==> src/rtl/axi_ad9234_pack_pkg.sv <==
// axi_ad9234_pack_pkg
// Shared constants for the AD9234 DMA packer: per-channel and packed word
// widths, the channel-enable mode encodings, and a channel select helper.
package axi_ad9234_pack_pkg;

  localparam int AD9234_CH_WIDTH   = 64;
  localparam int AD9234_WORD_WIDTH = 128;

  // Mode is the concatenation {adc_enable_1, adc_enable_0}.
  typedef logic [1:0] pack_mode_t;

  localparam pack_mode_t MODE_NONE = 2'b00;
  localparam pack_mode_t MODE_CH0  = 2'b01;
  localparam pack_mode_t MODE_CH1  = 2'b10;
  localparam pack_mode_t MODE_BOTH = 2'b11;

  // Data of the single enabled channel in a one-channel mode.
  function automatic logic [AD9234_CH_WIDTH-1:0] select_channel(
    input pack_mode_t                 mode,
    input logic [AD9234_CH_WIDTH-1:0] d0,
    input logic [AD9234_CH_WIDTH-1:0] d1
  );
    return (mode == MODE_CH1) ? d1 : d0;
  endfunction

endpackage

==> src/rtl/axi_ad9234_pack_if.sv <==
// axi_ad9234_pack_if
// Bundles the core-side sample streams and the DMA-side valid/ready bus.
//   adc_enable_0/1, adc_valid_0/1, adc_data_0/1 : per-channel streams (core -> packer)
//   adc_dovf                                    : dropped-word pulse (packer -> core)
//   dma_valid, dma_data, fifo_level             : FWFT FIFO head and occupancy (packer -> DMA)
//   dma_ready                                   : DMA accepts head word (DMA -> packer)
// Modport slave is the packer's view; master is the surrounding system's view.
interface axi_ad9234_pack_if
  import axi_ad9234_pack_pkg::*;
#(
  parameter int FIFO_DEPTH = 8
) ();

  localparam int LW = $clog2(FIFO_DEPTH) + 1;

  logic                         adc_enable_0;
  logic                         adc_valid_0;
  logic [AD9234_CH_WIDTH-1:0]   adc_data_0;
  logic                         adc_enable_1;
  logic                         adc_valid_1;
  logic [AD9234_CH_WIDTH-1:0]   adc_data_1;
  logic                         adc_dovf;
  logic                         dma_valid;
  logic [AD9234_WORD_WIDTH-1:0] dma_data;
  logic                         dma_ready;
  logic [LW-1:0]                fifo_level;

  modport slave (
    input  adc_enable_0, adc_valid_0, adc_data_0,
    input  adc_enable_1, adc_valid_1, adc_data_1,
    input  dma_ready,
    output adc_dovf, dma_valid, dma_data, fifo_level
  );

  modport master (
    output adc_enable_0, adc_valid_0, adc_data_0,
    output adc_enable_1, adc_valid_1, adc_data_1,
    output dma_ready,
    input  adc_dovf, dma_valid, dma_data, fifo_level
  );

endinterface

==> src/rtl/axi_ad9234_pack_fifo.sv <==
// axi_ad9234_pack_fifo
// Synchronous first-word-fall-through FIFO.
//   clk_i, rst_ni : clock, asynchronous active-low reset
//   push_i/data_i : write request and word; accepted when not full, or when
//                   full and popped in the same cycle
//   pop_i         : remove head word (ignored when empty)
//   data_o        : head word, forced to zero while empty
//   full_o/empty_o/level_o : status derived from the registered pointers
module axi_ad9234_pack_fifo #(
  parameter int DATA_WIDTH = 128,
  parameter int DEPTH      = 8
) (
  input  logic                       clk_i,
  input  logic                       rst_ni,
  input  logic                       push_i,
  input  logic [DATA_WIDTH-1:0]      data_i,
  output logic                       full_o,
  input  logic                       pop_i,
  output logic [DATA_WIDTH-1:0]      data_o,
  output logic                       empty_o,
  output logic [$clog2(DEPTH):0]     level_o
);

  localparam int AW = $clog2(DEPTH);

  logic [DATA_WIDTH-1:0] mem_q [DEPTH];
  logic [AW:0]           wr_ptr_q, wr_ptr_d;
  logic [AW:0]           rd_ptr_q, rd_ptr_d;
  logic                  push_ok;
  logic                  pop_ok;

  // Extra pointer MSB distinguishes full from empty when the indices match.
  assign full_o  = (wr_ptr_q[AW] != rd_ptr_q[AW]) &&
                   (wr_ptr_q[AW-1:0] == rd_ptr_q[AW-1:0]);
  assign empty_o = (wr_ptr_q == rd_ptr_q);
  assign level_o = wr_ptr_q - rd_ptr_q;

  // A pop in the same cycle frees the slot the write lands in.
  assign pop_ok  = pop_i & ~empty_o;
  assign push_ok = push_i & (~full_o | pop_ok);

  assign wr_ptr_d = wr_ptr_q + {{AW{1'b0}}, push_ok};
  assign rd_ptr_d = rd_ptr_q + {{AW{1'b0}}, pop_ok};

  // Memory is only ever visible behind a non-empty flag, so it is not reset.
  assign data_o = empty_o ? '0 : mem_q[rd_ptr_q[AW-1:0]];

  always_ff @(posedge clk_i or negedge rst_ni) begin
    if (!rst_ni) begin
      wr_ptr_q <= '0;
      rd_ptr_q <= '0;
    end else begin
      wr_ptr_q <= wr_ptr_d;
      rd_ptr_q <= rd_ptr_d;
    end
  end

  always_ff @(posedge clk_i) begin
    if (push_ok) begin
      mem_q[wr_ptr_q[AW-1:0]] <= data_i;
    end
  end

endmodule

==> src/rtl/axi_ad9234_pack.sv <==
// axi_ad9234_pack
// Packs the enabled AD9234 channel streams into 128-bit DMA words and
// buffers them in a FWFT FIFO.
//   adc_clk  : single clock
//   adc_rstn : asynchronous active-low reset
//   bus      : slave view of axi_ad9234_pack_if (channel streams in,
//              adc_dovf out, DMA valid/ready/data and fifo_level)
// Both channels enabled: one word per beat {ch1, ch0}. One channel enabled:
// two consecutive beats form {second, first}. Words the full FIFO cannot
// take are dropped and reported one cycle later on adc_dovf.
module axi_ad9234_pack
  import axi_ad9234_pack_pkg::*;
#(
  parameter int FIFO_DEPTH = 8
) (
  input  logic              adc_clk,
  input  logic              adc_rstn,
  axi_ad9234_pack_if.slave  bus
);

  localparam int LW = $clog2(FIFO_DEPTH) + 1;

  pack_mode_t                   mode;
  pack_mode_t                   mode_q;
  logic                         beat;
  logic                         half_eff;
  logic [AD9234_CH_WIDTH-1:0]   cur;

  logic                         half_q, half_d;
  logic [AD9234_CH_WIDTH-1:0]   hold_q, hold_d;
  logic                         pack_valid_q, pack_valid_d;
  logic [AD9234_WORD_WIDTH-1:0] pack_data_q, pack_data_d;
  logic                         adc_dovf_q, adc_dovf_d;

  logic                         fifo_full;
  logic                         fifo_empty;
  logic                         fifo_pop;
  logic [AD9234_WORD_WIDTH-1:0] fifo_head;
  logic [LW-1:0]                fifo_level;

  assign mode = {bus.adc_enable_1, bus.adc_enable_0};
  assign beat = (bus.adc_enable_0 & bus.adc_valid_0) |
                (bus.adc_enable_1 & bus.adc_valid_1);
  assign cur  = select_channel(mode, bus.adc_data_0, bus.adc_data_1);

  // A mode change discards any half-built word; the beat arriving in the
  // changing cycle starts a fresh word under the new mode.
  assign half_eff = (mode != mode_q) ? 1'b0 : half_q;

  always_comb begin
    half_d       = half_eff;
    hold_d       = hold_q;
    pack_valid_d = 1'b0;
    pack_data_d  = pack_data_q;
    case (mode)
      MODE_BOTH: begin
        half_d = 1'b0;
        if (beat) begin
          pack_valid_d = 1'b1;
          pack_data_d  = {bus.adc_data_1, bus.adc_data_0};
        end
      end
      MODE_CH0, MODE_CH1: begin
        if (beat) begin
          if (!half_eff) begin
            hold_d = cur;
            half_d = 1'b1;
          end else begin
            pack_valid_d = 1'b1;
            pack_data_d  = {cur, hold_q};
            half_d       = 1'b0;
          end
        end
      end
      default: begin
        half_d = 1'b0;
      end
    endcase
  end

  // ---- Pack stage: control state ----
  always_ff @(posedge adc_clk or negedge adc_rstn) begin
    if (!adc_rstn) begin
      mode_q       <= MODE_NONE;
      half_q       <= 1'b0;
      pack_valid_q <= 1'b0;
      adc_dovf_q   <= 1'b0;
    end else begin
      mode_q       <= mode;
      half_q       <= half_d;
      pack_valid_q <= pack_valid_d;
      adc_dovf_q   <= adc_dovf_d;
    end
  end

  // ---- Pack stage: data (qualified by half_q / pack_valid_q) ----
  always_ff @(posedge adc_clk) begin
    hold_q      <= hold_d;
    pack_data_q <= pack_data_d;
  end

  // ---- FIFO stage ----
  assign fifo_pop   = ~fifo_empty & bus.dma_ready;
  assign adc_dovf_d = pack_valid_q & fifo_full & ~fifo_pop;

  axi_ad9234_pack_fifo #(
    .DATA_WIDTH (AD9234_WORD_WIDTH),
    .DEPTH      (FIFO_DEPTH)
  ) u_fifo (
    .clk_i   (adc_clk),
    .rst_ni  (adc_rstn),
    .push_i  (pack_valid_q),
    .data_i  (pack_data_q),
    .full_o  (fifo_full),
    .pop_i   (fifo_pop),
    .data_o  (fifo_head),
    .empty_o (fifo_empty),
    .level_o (fifo_level)
  );

  assign bus.adc_dovf   = adc_dovf_q;
  assign bus.dma_valid  = ~fifo_empty;
  assign bus.dma_data   = fifo_head;
  assign bus.fifo_level = fifo_level;

endmodule

==> src/flat_wrapper.sv <==
// flat-port wrapper written by rule: the top's interface ports become plain ports
module axi_ad9234_pack_flat import axi_ad9234_pack_pkg::*;
#(
  parameter int FIFO_DEPTH = 8
)
  (adc_clk, adc_rstn, bus_adc_enable_0, bus_adc_valid_0, bus_adc_data_0, bus_adc_enable_1, bus_adc_valid_1, bus_adc_data_1, bus_dma_ready, bus_adc_dovf, bus_dma_valid, bus_dma_data, bus_fifo_level);
  axi_ad9234_pack_if #(.FIFO_DEPTH(FIFO_DEPTH)) bus_i ();
  input  logic adc_clk;
  input  logic adc_rstn;
  input wire logic [$bits(bus_i.adc_enable_0)-1:0] bus_adc_enable_0;
  input wire logic [$bits(bus_i.adc_valid_0)-1:0] bus_adc_valid_0;
  input wire logic [$bits(bus_i.adc_data_0)-1:0] bus_adc_data_0;
  input wire logic [$bits(bus_i.adc_enable_1)-1:0] bus_adc_enable_1;
  input wire logic [$bits(bus_i.adc_valid_1)-1:0] bus_adc_valid_1;
  input wire logic [$bits(bus_i.adc_data_1)-1:0] bus_adc_data_1;
  input wire logic [$bits(bus_i.dma_ready)-1:0] bus_dma_ready;
  output wire logic [$bits(bus_i.adc_dovf)-1:0] bus_adc_dovf;
  output wire logic [$bits(bus_i.dma_valid)-1:0] bus_dma_valid;
  output wire logic [$bits(bus_i.dma_data)-1:0] bus_dma_data;
  output wire logic [$bits(bus_i.fifo_level)-1:0] bus_fifo_level;
  assign bus_i.adc_enable_0 = bus_adc_enable_0;
  assign bus_i.adc_valid_0 = bus_adc_valid_0;
  assign bus_i.adc_data_0 = bus_adc_data_0;
  assign bus_i.adc_enable_1 = bus_adc_enable_1;
  assign bus_i.adc_valid_1 = bus_adc_valid_1;
  assign bus_i.adc_data_1 = bus_adc_data_1;
  assign bus_i.dma_ready = bus_dma_ready;
  assign bus_adc_dovf = bus_i.adc_dovf;
  assign bus_dma_valid = bus_i.dma_valid;
  assign bus_dma_data = bus_i.dma_data;
  assign bus_fifo_level = bus_i.fifo_level;
  axi_ad9234_pack #(.FIFO_DEPTH(FIFO_DEPTH)) u_core (.adc_clk(adc_clk), .adc_rstn(adc_rstn), .bus(bus_i));
endmodule
==> config.mk <==
export PLATFORM = sky130hd
export DESIGN_NAME = axi_ad9234_pack_flat
export DESIGN_NICKNAME = d
export VERILOG_FILES = /design/src/rtl/axi_ad9234_pack_pkg.sv /design/src/rtl/axi_ad9234_pack_if.sv /design/src/rtl/axi_ad9234_pack_fifo.sv /design/src/rtl/axi_ad9234_pack.sv /design/src/flat_wrapper.sv
export SDC_FILE = /design/constraint.sdc
export NUM_CORES = 1
export LEC_CHECK = 0
export ABC_CLOCK_PERIOD_IN_PS = 15800
export BUFFER_PORTS_ARGS = -buffer_cell sky130_fd_sc_hd__buf_2
export CORE_ASPECT_RATIO = 0.7
export CORE_MARGIN = 1.5
export CORE_UTILIZATION = 30
export CTS_CLUSTER_SIZE = 28
export DETAILED_ROUTE_END_ITERATION = 10
export PLACE_DENSITY = 0.54
export SETUP_SLACK_MARGIN = 0.4
export SLEW_MARGIN = 15
export SYNTH_ARGS = -nofsm -noshare
export SYNTH_HDL_FRONTEND = slang
export SYNTH_HIERARCHICAL = 1
export SYNTH_SLANG_ARGS = --single-unit
==> constraint.sdc <==
create_clock -name adc_clk -period 15.8 [get_ports adc_clk]
set_clock_uncertainty 0.2 [all_clocks]
set_input_delay 2.37 -clock adc_clk [delete_from_list [all_inputs] [get_ports adc_clk]]
set_output_delay 2.37 -clock adc_clk [all_outputs]
set_load 0.1 [all_outputs]
Word-level counts from Yosys, hierarchy flattened
Memory sizes are Yosys's and may differ from the RTL's.
Cells that the tools add are included.

operators by class
  bitwise gates (word level) = 13
  multiplexer cells = 16
  $add $sub $neg = 3
  eq/ne operators = 10
  reduce and logical (&&, ||, !) cells = 5

operator list
  kind                                                                     count
  128-bit 2-to-1 mux                                                       4
  128-bit case mux with 2 select lines                                     1
  64-bit 2-to-1 mux                                                        1
  1-bit 2-to-1 mux                                                         9
  4-bit by 1-bit adder with 4-bit output                                   2
  1-bit AND                                                                7
  2-bit by 1-bit inequality test with 1-bit output, second input constant  3
  2-bit equality test, second input constant                               2
  4-bit equality test                                                      1
  1-bit inverter                                                           4
  4-bit AND reduction                                                      1
  4-bit subtractor                                                         1
  3-bit equality test                                                      1
  3-bit AND reduction                                                      1
  2-bit by 1-bit equality test with 1-bit output, second input constant    1
  2-bit inequality test                                                    1
  1-bit bitwise OR                                                         2
  1-bit case mux with 2 select lines                                       1
  2-bit nonzero test                                                       1
  2-bit OR reduction                                                       1
  1-bit logical AND                                                        1
  1-bit inequality test                                                    1

word-level totals
  word-level logic and storage cells = 56
  RAM bits = 1024
  flip-flop bits (word level) = 205
  output and inout port bits = 134
  bits of input ports = 135
  memories kept = 1

memory list
  memory               words  bits a word  read ports  clocked after memory_dff  write ports  RTL line                    source
  u_core.u_fifo.mem_q  8      128          1           0                         1            axi_ad9234_pack_fifo.sv:26  logic [DATA_WIDTH-1:0] mem_q [DEPTH];

Longest topological paths before layout
  depth after elaboration = 8
  depth in mapped cells = 12
  depth with buffers taken out = 9

Hierarchy
The synthesis kept the hierarchy.

modules (own cells, without submodules)
  module                area each (um2)  cells each  instances  sequential area each (um2)
  axi_ad9234_pack_fifo  38813.5          1546        1          30949.7
  axi_ad9234_pack       8893.5           434         1          5890.6

Worst setup path after synthesis
No wires, ideal clock.

  kind = input-to-reg
  from = input port bus_dma_ready
  to = memory u_core.u_fifo.mem_q[4][0], enable pin
  arrival = 15815 ps
  data required time = 14625 ps
  library setup time = 975 ps
  stages on the path = 3
  slack = -1190 ps
  cells stage by stage = nor2b_1 o31ai_2 nor4b_1

between the ends
  word-level cells in the longest chain between the ends = 6

RTL lines
  element                                 RTL line                    source
  from (decl)                             flat_wrapper.sv:16          input wire logic [$bits(bus_i.dma_ready)-1:0] bus_dma_ready;
  1-bit AND                               axi_ad9234_pack.sv:103      assign fifo_pop = ~fifo_empty & bus.dma_ready;
  1-bit AND                               axi_ad9234_pack_fifo.sv:39  assign pop_ok = pop_i & ~empty_o;
  1-bit bitwise OR                        axi_ad9234_pack_fifo.sv:40  assign push_ok = push_i & (~full_o | pop_ok);
  1-bit AND                               axi_ad9234_pack_fifo.sv:40
  1-bit 2-to-1 mux                        axi_ad9234_pack_fifo.sv:59  if (push_ok) begin
  1-bit 2-to-1 mux (implied by the code)  axi_ad9234_pack_fifo.sv:60  mem_q[wr_ptr_q[AW-1:0]] <= data_i;
  to (decl)                               axi_ad9234_pack_fifo.sv:26

No other way between the ends.

Worst setup path in the final report
  from = register u_core.u_fifo.rd_ptr_q[1]
  to = output port bus_dma_data[104]

between the ends
  word-level cells in the longest chain between the ends = 2

RTL lines
  element                      RTL line                    source
  from (decl)                  axi_ad9234_pack_fifo.sv:28  logic [AW:0] rd_ptr_q, rd_ptr_d;
  from (signal assigned)       axi_ad9234_pack_fifo.sv:54  rd_ptr_q <= rd_ptr_d;
  4-bit equality test          axi_ad9234_pack_fifo.sv:35  assign empty_o = (wr_ptr_q == rd_ptr_q);
  named net u_core.fifo_empty  axi_ad9234_pack.sv:36       logic fifo_empty;
  128-bit 2-to-1 mux           axi_ad9234_pack_fifo.sv:46  assign data_o = empty_o ? '0 : mem_q[rd_ptr_q[AW-1:0]];
  to (decl)                    flat_wrapper.sv:19          output wire logic [$bits(bus_i.dma_data)-1:0] bus_dma_data;

The timed path passes the listed nets, and every way through them passes these cells.

==> flow_metrics.env <==
export IMPL_die_height_um=337
export IMPL_ys_ff_latch=1229
export IMPL_final_cells=4519
export IMPL_cp_cell_sequence="inv_1 -> ha_1 -> and4_4 -> nor2_4 -> buf_4 -> a22o_1 -> buf_2"
export IMPL_cts_buffers_inserted=118
export IMPL_end_kind="output pin"
export IMPL_initial_core_util_pct=30.2
export IMPL_r2r_end="u_core/u_fifo/mem_q[6][36]"
export IMPL_synth_edf_count=1216
export IMPL_cp_arrival_ns=5.00
export IMPL_grt_max_degree=73
export IMPL_htree_num_levels=3
export IMPL_synth_distinct_cells=35
export IMPL_clock_path_buffers=3
export IMPL_placed_cells=4298
export IMPL_drtIter0Drc=1720
export IMPL_crit_path_max_incr_delay_ns=1.15
export IMPL_fin_nets=2458
export IMPL_outcome="finished, final reports clean"
export IMPL_ys_warnings_count=6
export IMPL_reg2reg_slack_ns=10.99
export IMPL_crit_slowest_cell="dfrtp_4"
export IMPL_syn_area_sq_um=47700
export IMPL_startpoint="u_core/u_fifo/rd_ptr_q[1]"
export IMPL_worstRegToRegCells=8
export IMPL_synth_top_cell_area_share_pct=76.5
export IMPL_crit_path_start_kind="register"
export IMPL_grt_pass1_wl_um=164000
export IMPL_routed_wl_um=115000
export IMPL_die_w_um=480
export IMPL_ant_nets=0
export IMPL_path_max_fanout=64
export IMPL_clkLatencyLatePin_ns=0.73
export IMPL_antenna_found_initial=5
export IMPL_core_sq_um=158000
export IMPL_drtPass1Iterations=5
export IMPL_finalMaxSlewViolations=0
export IMPL_seqCellArea_sq_um=36800
export IMPL_drive_above_1_share_pct=39.1
export IMPL_finalCritPeriodShare_pct=47.9
export IMPL_cts_sinks=1229
export IMPL_final_util_pct=34.8
export IMPL_numPortBuffers=268
export IMPL_setup_tns_ns=0
export IMPL_vias=21400
export IMPL_dieArea_sq_um=161000
export IMPL_postSynth_asyncResetShare_pct=1.06
export IMPL_r2r_start="u_core/u_fifo/rd_ptr_q[1]"
export IMPL_post_cts_buffers=0
export IMPL_clockRootBuffer="clkbuf_16"
export IMPL_synth_net_count=2128
export IMPL_postSynthAreaPerCell_sq_um=24.1
export IMPL_tightest_slew_ns=1.19
export IMPL_multi_input_area_sq_um=10100
export IMPL_wl_per_cell_um=25.4
export IMPL_dp_hpwl_um=63700
export IMPL_dp_slack_ns=8.77
export IMPL_syn_to_final_growth_pct=15.3
export IMPL_slew_headroom_pct=20.6
export IMPL_crit_type="register to output pin"
export IMPL_hold_class="register to register"
export IMPL_finalHoldViolCount=0
export IMPL_placementRows=122
export IMPL_setup_viol=0
export IMPL_rsz0062_at_grt="false"
export IMPL_cts_clk_slew_worst_paths_ns=0.06
export IMPL_grt_pass1_vias=22900
export IMPL_syn_inst=1980
export IMPL_seq_area_frac_synth_pct=77.2
export IMPL_synthTopCellsByArea="edfxtp_1, mux4_2, mux2_4"
export IMPL_ys_flop_type="edfxtp_1"
export IMPL_drt_vias_per_instance=4.73
export IMPL_yosysTopAreaCell="edfxtp_1"
export IMPL_final_min_clock_period_ns=7.57
export IMPL_fill_cells=14500
export IMPL_track_usage_pct=14.1
export IMPL_ctsResizeCount=0
export IMPL_grt_ovfl_total=0
export IMPL_drv_cap=0
export IMPL_required_ns=13.23
export IMPL_fin_ws_ns=8.23
export IMPL_cts_tree="done"
export IMPL_endpoint="bus_dma_data[104]"
export IMPL_fmax_mhz=132
export IMPL_drc_errors=0
export IMPL_ctsHoldBuffers=0
export IMPL_finalWeightedCongestion=0.678
export IMPL_num_io_pins=269
-- cells in the mapped netlist (2+ instances only) --
cell      instances
buf_2            22
nor3_1            2
nor4_1            4
ha_1             12
mux2_4          120
xor2_1            2
edfxtp_1       1216
clkbuf_1         21
mux2_2           72
dfrtp_1          13
xnor2_1           6
buf_12            6
buf_1             5
mux4_2          256
inv_1            12
nand3_1           4
nor2b_1           3
nor4b_1           2
nand2_1           2
buf_4            22
buf_6            33
nor2_2            2
nor2_1            3
a22o_1          129
-- critical path, delay by kind of cell, from the launching register on --
family / cells / cell delay [ns]
AO/OA/AOI/OAI: 1 / 0.39
adder cells (fa/ha/maj): 1 / 0.35
buffers and inverters: 3 / 1.40
flip-flops: 1 / 1.15
AND/OR/NAND/NOR: 2 / 0.76
-- final cells by class --
type	count	share of cell area [%]
diodes	2	0.00910
clock buffers	162	5.88
clock inverters	57	0.875
inverters	12	0.0819
multi-input cells	630	18.3
flip-flops and latches	1229	67.0
well taps	2108	4.79
repair buffers	319	3.13
-- per-layer routing --
layer	routed length, um	global-route usage (%)
met4	2450	3.59
met3	4930	2.58
met1	51200	19.1
met5	0	0
met2	56100	23.3
-- through the flow --
step / area, sq um / hold slack [ns]
after floorplan: 47700 / 0.292
after global placement: 51300 / 0.321
after detailed placement: 51300 / 0.327
after CTS: 55000 / 0.335
after global routing: 55000 / 0.340
final: 55000 / 0.328
-- layout by cell type (no fill, tap or decap), drive strengths merged, types with 5 or more instances in the layout --
| master | Yosys | layout |
|---|---|---|
| clkinvlp | 0 | 6 |
| clkinv | 0 | 40 |
| mux2 | 192 | 192 |
| dfrtp | 13 | 13 |
| mux4 | 256 | 256 |
| bufinv | 0 | 7 |
| clkbuf | 21 | 162 |
| inv | 12 | 16 |
| edfxtp | 1216 | 1216 |
| nor2 | 5 | 5 |
| xnor2 | 7 | 7 |
| buf | 88 | 319 |
| a22o | 129 | 129 |
| ha | 12 | 12 |
-- how the worst min path moves through the flow --
| stage | end | slack (ns) | from | depth (start not counted) |
|---|---|---|---|---|
| 2_1_floorplan | u_core/bus.adc_dovf | 0.29 | u_core/pack_valid_q | 2 |
| 3_3_place_gp | u_core/u_fifo/rd_ptr_q[3] | 0.32 | u_core/u_fifo/rd_ptr_q[3] | 1 |
| 3_5_place_dp | u_core/u_fifo/wr_ptr_q[3] | 0.33 | u_core/u_fifo/wr_ptr_q[3] | 1 |
| 4_1_cts | u_core/u_fifo/wr_ptr_q[3] | 0.33 | u_core/u_fifo/wr_ptr_q[3] | 1 |
| 5_1_grt | u_core/u_fifo/wr_ptr_q[3] | 0.34 | u_core/u_fifo/wr_ptr_q[3] | 1 |
| 6_report | u_core/u_fifo/wr_ptr_q[3] | 0.33 | u_core/u_fifo/wr_ptr_q[3] | 1 |
-- flip-flops by register name, indices dropped and copies added, names as in the netlist --
signal and count:
u_core/u_fifo/mem_q 1024, u_core/pack_data_q 128, u_core/hold_q 64, u_core/u_fifo/rd_ptr_q 4, u_core/pack_valid_q 1, u_core/half_q 1
u_core/bus.adc_dovf 1, u_core/mode_q 2, u_core/u_fifo/wr_ptr_q 4
-- logic make-up after synthesis --
logic type / after synthesis / synth area share [%]
xor+xnor: 9 / 0.181
simple gates: 26 / 0.320
compound gates: 134 / 2.45
flops: 1229 / 77.2
buf+inv: 121 / 1.91
fa+ha+maj: 13 / 0.357
mux: 448 / 17.6
Power is left out: the tool's default activity adds up to more than one toggle a clock period on the data nets, which glitch-free logic cannot reach.
